===== config.mk =====
export PLATFORM = sky130hd
export DESIGN_NAME = muldiv_unit
export DESIGN_NICKNAME = d
export VERILOG_FILES = /design/src/rtl/muldiv_unit_pkg.sv /design/src/rtl/muldiv_unit_div_step.sv /design/src/rtl/muldiv_unit.sv
export SDC_FILE = /design/constraint.sdc
export NUM_CORES = 1
export LEC_CHECK = 0
export BUFFER_PORTS_ARGS = -buffer_cell sky130_fd_sc_hd__buf_2
export CORE_ASPECT_RATIO = 2
export CORE_UTILIZATION = 55
export CTS_BUF_LIST = sky130_fd_sc_hd__clkbuf_4 sky130_fd_sc_hd__clkbuf_8
export DETAILED_ROUTE_END_ITERATION = 10
export GPL_TIMING_DRIVEN = 1
export PLACE_DENSITY = 0.87
export SYNTH_ARGS = -nofsm -noshare
export SYNTH_HDL_FRONTEND = slang
export SYNTH_HIERARCHICAL = 1
export SYNTH_SLANG_ARGS = --single-unit

===== constraint.sdc =====
create_clock -name clk -period 3.3 [get_ports clk]
set_input_delay 0.99 -clock clk [delete_from_list [all_inputs] [get_ports clk]]
set_output_delay 0.99 -clock clk [all_outputs]
set_load 0.01 [all_outputs]

===== src/rtl/muldiv_unit_pkg.sv =====
// Shared encodings for the iterative multiply/divide unit.
// The EX decode uses the same operation codes.
package muldiv_unit_pkg;
  localparam logic [1:0] MDU_OP_MULTU = 2'b00;
  localparam logic [1:0] MDU_OP_MULT  = 2'b01;
  localparam logic [1:0] MDU_OP_DIVU  = 2'b10;
  localparam logic [1:0] MDU_OP_DIV   = 2'b11;

  localparam logic [2:0] S_IDLE = 3'd0;
  localparam logic [2:0] S_MUL  = 3'd1;
  localparam logic [2:0] S_DIV  = 3'd2;
  localparam logic [2:0] S_FIX  = 3'd3;
  localparam logic [2:0] S_DONE = 3'd4;
endpackage


===== src/rtl/muldiv_unit_div_step.sv =====
// One restoring-division step: shift in a dividend bit and try to subtract the divisor.
module mdu_div_step #(
  parameter int WIDTH = 32
) (
  input  logic [WIDTH:0]   i_rem,
  input  logic             i_bit,
  input  logic [WIDTH-1:0] i_div,
  output logic [WIDTH:0]   o_rem,
  output logic             o_q
);
  logic [WIDTH+1:0] w_shift;
  logic [WIDTH+1:0] w_diff;

  assign w_shift = {i_rem, i_bit};
  assign w_diff  = w_shift - {2'b00, i_div};
  // A borrow out of the top bit means the trial subtraction went negative.
  assign o_q     = ~w_diff[WIDTH+1];
  assign o_rem   = o_q ? w_diff[WIDTH:0] : w_shift[WIDTH:0];
endmodule


===== src/rtl/muldiv_unit.sv =====
// Iterative MULT/MULTU/DIV/DIVU unit: magnitudes are processed one bit per cycle,
// signs are applied in a single FIX cycle afterwards.
module muldiv_unit
  import muldiv_unit_pkg::*;
#(
  parameter int WIDTH = 32,
  parameter int CNT_W = $clog2(WIDTH+1)
) (
  input  logic             clk,
  input  logic             rst,
  input  logic             start_i,
  input  logic [1:0]       op_i,
  input  logic [WIDTH-1:0] opa_i,
  input  logic [WIDTH-1:0] opb_i,
  input  logic             annul_i,
  output logic             busy_o,
  output logic             ready_o,
  output logic [WIDTH-1:0] hi_o,
  output logic [WIDTH-1:0] lo_o,
  output logic             div_by_zero_o
);
  logic [2:0]         r_state;
  logic [CNT_W-1:0]   r_cnt;
  logic [1:0]         r_op;
  logic               r_neg_res, r_neg_rem;
  logic [2*WIDTH-1:0] r_acc;
  logic [WIDTH-1:0]   r_opb, r_quo;
  logic [WIDTH:0]     r_rem;
  logic [WIDTH-1:0]   r_hi, r_lo;
  logic               r_dbz;

  logic               w_is_div, w_na, w_nb, w_last, w_q;
  logic [WIDTH-1:0]   w_abs_a, w_abs_b, w_quo_f, w_rem_f;
  logic [WIDTH:0]     w_sum, w_rem_nxt;
  logic [2*WIDTH-1:0] w_prod;

  assign w_is_div = op_i[1];
  assign w_na     = op_i[0] & opa_i[WIDTH-1];
  assign w_nb     = op_i[0] & opb_i[WIDTH-1];
  assign w_abs_a  = w_na ? -opa_i : opa_i;
  assign w_abs_b  = w_nb ? -opb_i : opb_i;
  assign w_last   = (r_cnt == CNT_W'(WIDTH-1));

  // Multiplier sits in the low half of the accumulator and shifts out as the product shifts in.
  assign w_sum = r_acc[0] ? ({1'b0, r_acc[2*WIDTH-1:WIDTH]} + {1'b0, r_opb})
                          : {1'b0, r_acc[2*WIDTH-1:WIDTH]};

  mdu_div_step #(.WIDTH(WIDTH)) u_step (
    .i_rem (r_rem),
    .i_bit (r_quo[WIDTH-1]),
    .i_div (r_opb),
    .o_rem (w_rem_nxt),
    .o_q   (w_q)
  );

  assign w_prod  = (r_op[0] & r_neg_res) ? -r_acc : r_acc;
  assign w_quo_f = (r_op[0] & r_neg_res) ? -r_quo : r_quo;
  assign w_rem_f = (r_op[0] & r_neg_rem) ? -r_rem[WIDTH-1:0] : r_rem[WIDTH-1:0];

  always_ff @(posedge clk) begin
    if (rst) begin
      r_state   <= S_IDLE;
      r_cnt     <= '0;
      r_op      <= '0;
      r_neg_res <= 1'b0;
      r_neg_rem <= 1'b0;
      r_acc     <= '0;
      r_opb     <= '0;
      r_quo     <= '0;
      r_rem     <= '0;
      r_hi      <= '0;
      r_lo      <= '0;
      r_dbz     <= 1'b0;
    end else if (annul_i && r_state != S_IDLE) begin
      r_state <= S_IDLE;
    end else begin
      case (r_state)
        S_IDLE: if (start_i && !annul_i) begin
          r_op      <= op_i;
          r_cnt     <= '0;
          r_neg_res <= w_na ^ w_nb;
          r_neg_rem <= w_na;
          r_acc     <= {{WIDTH{1'b0}}, w_abs_b};
          r_opb     <= w_is_div ? w_abs_b : w_abs_a;
          r_quo     <= w_abs_a;
          r_rem     <= '0;
          r_dbz     <= 1'b0;
          if (w_is_div && opb_i == '0) begin
            r_hi    <= opa_i;
            r_lo    <= '1;
            r_dbz   <= 1'b1;
            r_state <= S_DONE;
          end else begin
            r_state <= w_is_div ? S_DIV : S_MUL;
          end
        end
        S_MUL: begin
          r_acc <= {w_sum, r_acc[WIDTH-1:1]};
          r_cnt <= r_cnt + 1'b1;
          if (w_last) r_state <= S_FIX;
        end
        S_DIV: begin
          r_rem <= w_rem_nxt;
          r_quo <= {r_quo[WIDTH-2:0], w_q};
          r_cnt <= r_cnt + 1'b1;
          if (w_last) r_state <= S_FIX;
        end
        S_FIX: begin
          if (r_op[1]) begin
            r_lo <= w_quo_f;
            r_hi <= w_rem_f;
          end else begin
            {r_hi, r_lo} <= w_prod;
          end
          r_state <= S_DONE;
        end
        default: r_state <= S_IDLE;
      endcase
    end
  end

  assign busy_o        = (r_state == S_MUL) || (r_state == S_DIV) || (r_state == S_FIX);
  assign ready_o       = (r_state == S_DONE);
  assign hi_o          = r_hi;
  assign lo_o          = r_lo;
  assign div_by_zero_o = r_dbz;
endmodule


==> impl_metrics.csv, run 1 <==
group,metric,value,unit
die,pin_count,137,
logic_synthesis,synth.mux.area_fraction,3.61,%
logic_synthesis,ys_top_cells_by_area,"dfxtp_1 (26%), xnor2_1 (6.4%), nor2_1 (5.4%)",
logic_synthesis,ys_seq_area_share,25.9,%
sta,fin_crit_sh,107,%
logic_synthesis,ys_warn_count,6,
drt,routedWlPerCell,25.3,µm
global_route,grt_pass1_vias,21300,
drt,dr.pass1.iters,7,
place,io_buffers,136,
setup_path,ff2ff_setup_slack,-240,ps
power,p_int,6270,µW
die,die_w,132,µm
logic_synthesis,synthXorXnorAreaFrac,10.2,%
place,placed_area,21100,µm²
cts,clock_latency,600,ps
logic_synthesis,synth_edf_count,0,
sta,tns,-5190,ps
die,row_count,94,
power,irDropWorstVdd,0.271,mV
finish,n_fill_cell,2717,
sta,final-hold-violation-count,0,
drt,drt_wl_total,80000,µm
die,coreArea,33000,µm²
sta,setup_violations,34,
logic_synthesis,synthesis.nets,2568,
cts,clkTransAtPathRegs,70,ps
setup_path,cp_data_required_time,3760,ps
finish,final_nets,2838,
logic_synthesis,yosys.area.top_type,"dfxtp_1",
setup_path,worstPathMaxFanout,5,
global_route,track_usage,45.4,%
place,placed_cells_incl_taps,3066,
die,start_util,56.0,%
power,comb_power_share,35.2,%
power,seq_power_share,33.1,%
power,cellPowerDensity,437,nW/µm²
setup_path,critPathArrivalTime,4010,ps
logic_synthesis,avgSynthCellArea,7.63,µm²
finish,layout.cells.non_filler,3160,
sta,tightestPinTransition,795,ps
run_status,status,"finished, violations left",
power,p_leak,0.00926,µW
sta,final-max-slew-violation-count,0,
job,drv_cap,0,
logic_synthesis,synth_top_area_share,25.9,%
finish,seqCellArea,4800,µm²
logic_synthesis,synth_top_family_by_area,"compound AO/OA/AOI/OAI gates",
cts,cts_tree,"done",
finish,fin_util,68.7,%
finish,drive_gt1_share,22.3,%
setup_path,r2r_start,"r_opb[13]",
power,swShare,36.7,%
logic_synthesis,syn_inst,2426,
min_path,worstHoldPathType,"register to register",
power,power,9910,µW
logic_synthesis,yosysMostFrequentCell,"nor2_1",
power,power.switching,3640,µW
logic_synthesis,ys_async_sr_fraction,0,%
global_route,antenna_found_initial,3,
sta,period_needed,3540,ps
setup_path,cp-end-kind,"register",
sta,rsz0062_at_grt,"true",
logic_synthesis,synthFlopType,"dfxtp_1",
finish,finalInstanceArea,22700,µm²
setup_path,crit_start,"r_opb[13]",
logic_synthesis,yosys.area_share.adder,4.95,%
drt,drtIter0Drc,2080,
sta,fmax,282,MHz
min_path,min_from,"div_by_zero_o",
sta,finClkSkew,23.0,ps
drt,vias,21400,
cts,clock-sinks,239,
logic_synthesis,synth-simple-area-share,21.4,%
run_status,violations,"negative setup slack",
setup_path,startpoint_type,"register",
logic_synthesis,syn_area,18500,µm²
die,die-height,261,µm
logic_synthesis,synth_compound_area_share,28.0,%
logic_synthesis,yosys_register_bits,239,
place,dp_hpwl,58900,µm
place,gp_congestion,1.07,
logic_synthesis,ys_types,91,
logic_synthesis,synth_top_cells_by_count,"nor2_1 (268), dfxtp_1 (239), nand2_1 (217), a21oi_1 (200), clkbuf_1 (138)",
power,clockPowerShare,31.6,%
sta,fin_ws,-242,ps
drt,vias_per_cell,6.79,
drt,drc,0,
sta,slew_headroom,45.5,%
finish,area_growth,22.7,%
drt,ant_nets,0,
cts,ctsRootBufferMaster,"clkbuf_8",
global_route,overflow,0,
cts,cts_made_buffers,40,
global_route,grt_pass1_wl,119000,µm
die,die_area,34400,µm²
setup_path,critPathKind,"register to register",
cts,clockBufferDepth,3,
global_route,grt_max_degree,108,
cts,cts_max_level,2,
finish,multi_input_area,13100,µm²
==> flip-flops by register name (all words and copies together) (netlist names), 3 cells and up <==
| signal | cells |
|---|---|
| r_state | 3 |
| r_quo | 32 |
| r_acc | 64 |
| lo_o | 32 |
| r_cnt | 6 |
| hi_o | 32 |
| r_rem | 33 |
| r_opb | 32 |
==> layer usage <==
layer  global-route usage, %  part of all wire (%)
met1                    41.6                    32
met2                    80.1                    49
met3                    9.79                   7.6
met4                    49.3                    12
met5                       0                 0.019
==> timing repair <==
item                       in CTS  in global routing
resized for setup              71                 34
hold buffers                    0                  0
gates cloned                    4                  0
pin swaps                      37                 27
setup endpoints to repair      32                 36
buffers inserted               17                  3
==> metrics by stage <==
step / worst slack, ps / hold WS (ps)
after floorplan: 167 / 441
after global placement: -225 / 450
final: -242 / 478
after CTS: -151 / 471
after detailed placement: -289 / 461
after global routing: -268 / 487
==> worst paths after layout <==
| path | end | cells after the start |
|---|---|---|
| setup / recovery | r_rem[10] | 16 |
| hold / removal | div_by_zero_o | 2 |
| setup reg to reg | r_rem[10] | 16 |
| hold reg to reg | div_by_zero_o | 2 |
==> power groups by stage <==
stage                     clock network, µW  logic [µW]  registers [µW]
after floorplan                           0        1830            3230
after global placement                    0        2840            3320
after detailed placement                  0        2900            3320
after CTS                              3120        3290            3260
after global routing                   3270        3650            3290
final                                  3140        3490            3280
==> cell type report <==
type | instances | share of cell area [%]
multi-input combinational | 1915 | 57.6
sequential | 239 | 21.1
timing repair buffer | 410 | 13.3
clock buffer | 66 | 3.75
tap | 432 | 2.38
inverter | 90 | 1.49
clock inverter | 6 | 0.380
antenna | 2 | 0.0221
==> worst max-delay path: stages (launching register included) <==
cell	delay, ps
dfxtp_2	340
inv_2	50
ha_4	260
nand4_1	180
or3b_4	460
a211oi_4	300
buf_6	160
o31ai_4	70
and3_4	220
o31ai_4	250
xor2_4	190
buf_6	140
buf_6	130
buf_16	140
mux2_4	320
a22oi_2	150
nor2_1	60
==> cells by family after synthesis <==
logic type / count (synthesis)
fa+ha+maj: 72
xor+xnor: 215
simple gates: 807
compound gates: 759
mux: 62
buf+inv: 272
flops: 239
==> layout by cell type (no fill, tap or decap), types with 38 or more instances in the layout <==
master      n
a21oi_1   196
dfxtp_1   229
nor2_1    263
buf_4     248
nor3_1     73
o211ai_1   39
ha_1       61
o21ai_0    99
inv_1      84
buf_2     135
xnor2_1   135
a31oi_1    38
nand2_1   216
xor2_1     79
a21o_1     41
a22oi_1    38
clkbuf_8   57
(Power assumes the default switching activity.)
==> run 2, diff against run 1 <==
--- a/config.mk
+++ b/config.mk
@@ -5,7 +5,7 @@
 export SDC_FILE = /design/constraint.sdc
 export NUM_CORES = 1
 export LEC_CHECK = 0
-export BUFFER_PORTS_ARGS = -buffer_cell sky130_fd_sc_hd__buf_2
+export BUFFER_PORTS_ARGS = -buffer_cell sky130_fd_sc_hd__buf_4
 export CORE_ASPECT_RATIO = 2
 export CORE_UTILIZATION = 55
 export CTS_BUF_LIST = sky130_fd_sc_hd__clkbuf_4 sky130_fd_sc_hd__clkbuf_8
==> impl_metrics.csv, run 2 (synthesized netlist as in run 1, its figures left out) <==
group,metric,value,unit
finish,top_regs,"r_acc x64, r_rem x33",
drt,vias,21400,
sta,final-hold-violation-count,0,
run_status,status,"finished, violations left",
cts,clockBufferDepth,3,
cts,cts_tree,"done",
power,cellPowerDensity,426,nW/µm²
die,row_count,94,
setup_path,r2r_cells,15,
global_route,track_usage,45.7,%
cts,ctsRootBufferMaster,"clkbuf_8",
drt,drc,0,
run_status,violations,"negative setup slack",
die,start_util,56.0,%
cts,clock_latency,590,ps
sta,rsz0062_at_grt,"true",
drt,drt_wl_total,79900,µm
finish,n_fill_cell,2680,
global_route,grt_pass1_wl,121000,µm
finish,area_growth,23.4,%
die,coreArea,33000,µm²
global_route,grt_pass1_vias,21500,
sta,fin_ws,-36.1,ps
drt,ant_nets,0,
place,gp_congestion,1.05,
sta,slew_headroom,41.0,%
cts,clkTransAtPathRegs,70,ps
finish,multi_input_area,13000,µm²
finish,seqCellArea,4800,µm²
global_route,grt_max_degree,109,
cts,cts_made_buffers,38,
power,p_int,6150,µW
power,power,9730,µW
power,seq_power_share,33.6,%
place,io_buffers,136,
sta,tightestPinTransition,882,ps
job,drv_cap,0,
sta,fmax,300,MHz
finish,largest_reg_flops,64,
power,power.switching,3580,µW
finish,layout.cells.non_filler,3147,
power,p_leak,0.00920,µW
global_route,antenna_found_initial,5,
drt,vias_per_cell,6.81,
power,clockPowerShare,30.9,%
cts,cts_max_level,2,
global_route,overflow,0,
power,swShare,36.8,%
setup_path,cp-end-kind,"register",
setup_path,worst_path_largest_cell_delay,350,ps
setup_path,critPathArrivalTime,3790,ps
sta,final-max-slew-violation-count,0,
setup_path,cp_data_required_time,3760,ps
power,comb_power_share,35.4,%
place,placed_cells_incl_taps,3068,
finish,top_register,"r_acc",
finish,final_nets,2830,
die,pin_count,137,
finish,drive_gt1_share,22.1,%
setup_path,critPathKind,"register to register",
sta,period_needed,3340,ps
cts,clock-sinks,239,
sta,finClkSkew,40.0,ps
setup_path,startpoint_type,"register",
sta,fin_crit_sh,101,%
setup_path,critPathSlowestCell,"dfxtp_2",
sta,setup_violations,5,
place,dp_hpwl,59600,µm
setup_path,cp_cell_sequence,"inv_2 -> ha_4 -> and3_4 -> or3b_1 -> a211oi_2 -> buf_4 -> o31ai_4 -> and3_4 -> o31ai_4 -> xor2_4 -> buf_6 -> buf_12 -> mux2_4 -> a22oi_1 -> nor2_1",
finish,final_cell_mix,"buf_4 (386), nor2_1 (267), dfxtp_1 (226), nand2_1 (217), a21oi_1 (197)",
die,die-height,261,µm
min_path,hold_depth,2,
cts,cts_hold_buffers,0,
min_path,worstHoldPathType,"register to register",
finish,layout_commonest_cell,"buf_4",
die,die_area,34400,µm²
power,irDropWorstVdd,0.397,mV
drt,routedWlPerCell,25.4,µm
setup_path,worstPathMaxFanout,7,
die,die_w,132,µm
drt,drtIter0Drc,1799,
drt,dr.pass1.iters,6,
==> run 2: cell type report <==
cell class              count  area share [%]
diodes                      2          0.0219
clock buffers              58            3.28
clock inverters             7           0.532
inverters                  90            1.48
multi-input cells        1915            57.1
flip-flops and latches    239            21.0
well taps                 432            2.37
repair buffers            404            14.2
==> run 2: final timing paths <==
path	from	endpoint	slack, ps
setup reg to reg	r_opb[8]	r_rem[10]	-40
hold reg to reg	r_quo[24]	r_quo[24]	470
setup / recovery	r_opb[8]	r_rem[10]	-40
hold / removal	r_quo[24]	r_quo[24]	470
==> run 2: timing repair <==
item                       CTS  global route
pin swaps                   23            13
hold endpoints to repair     0             0
cloned                       3             0
gates resized for setup     57            32
setup buffers                5             6
setup endpoints to repair   31            35
==> run 2: critical path: cells and delay by family, from the launching register on <==
family          cells  cell delay, ps
compound gates      4             700
xor+xnor            1             200
fa+ha+maj           1             280
buf+inv             4             510
flops               1             350
mux                 1             300
simple gates        4             850
==> run 2: stage by stage <==
stage | hold slack [ps] | worst slack, ps | setup TNS, ps | utilization, % | area, µm²
CTS | 474 | -32.1 | -257 | 68.6 | 22700
detailed placement | 464 | -263 | -9290 | 64.8 | 21400
floorplan | 441 | 167 | 0 | - | 18500
finish | 472 | -36.1 | -111 | 69.1 | 22800
global placement | 447 | -219 | -3480 | 64.8 | 21400
global route | 505 | -149 | -2080 | 69.1 | 22800
==> run 2: power by group through the flow <==
stage,registers (µW),clock network [µW],logic [µW]
after global placement,3310,0,2940
after global routing,3290,3130,3620
after CTS,3260,3010,3230
after detailed placement,3310,0,3010
final,3270,3010,3450
after floorplan,3230,0,1830
==> run 2: per-layer routing <==
layer | vias up | global-route usage, % | part of all wire, %
met5 | - | 0 | 0.040
li1 | 9499 | - | -
met2 | 1279 | 79.9 | 48
met3 | 569 | 10.4 | 7.7
met1 | 10100 | 41.5 | 31
met4 | 4 | 51.2 | 13
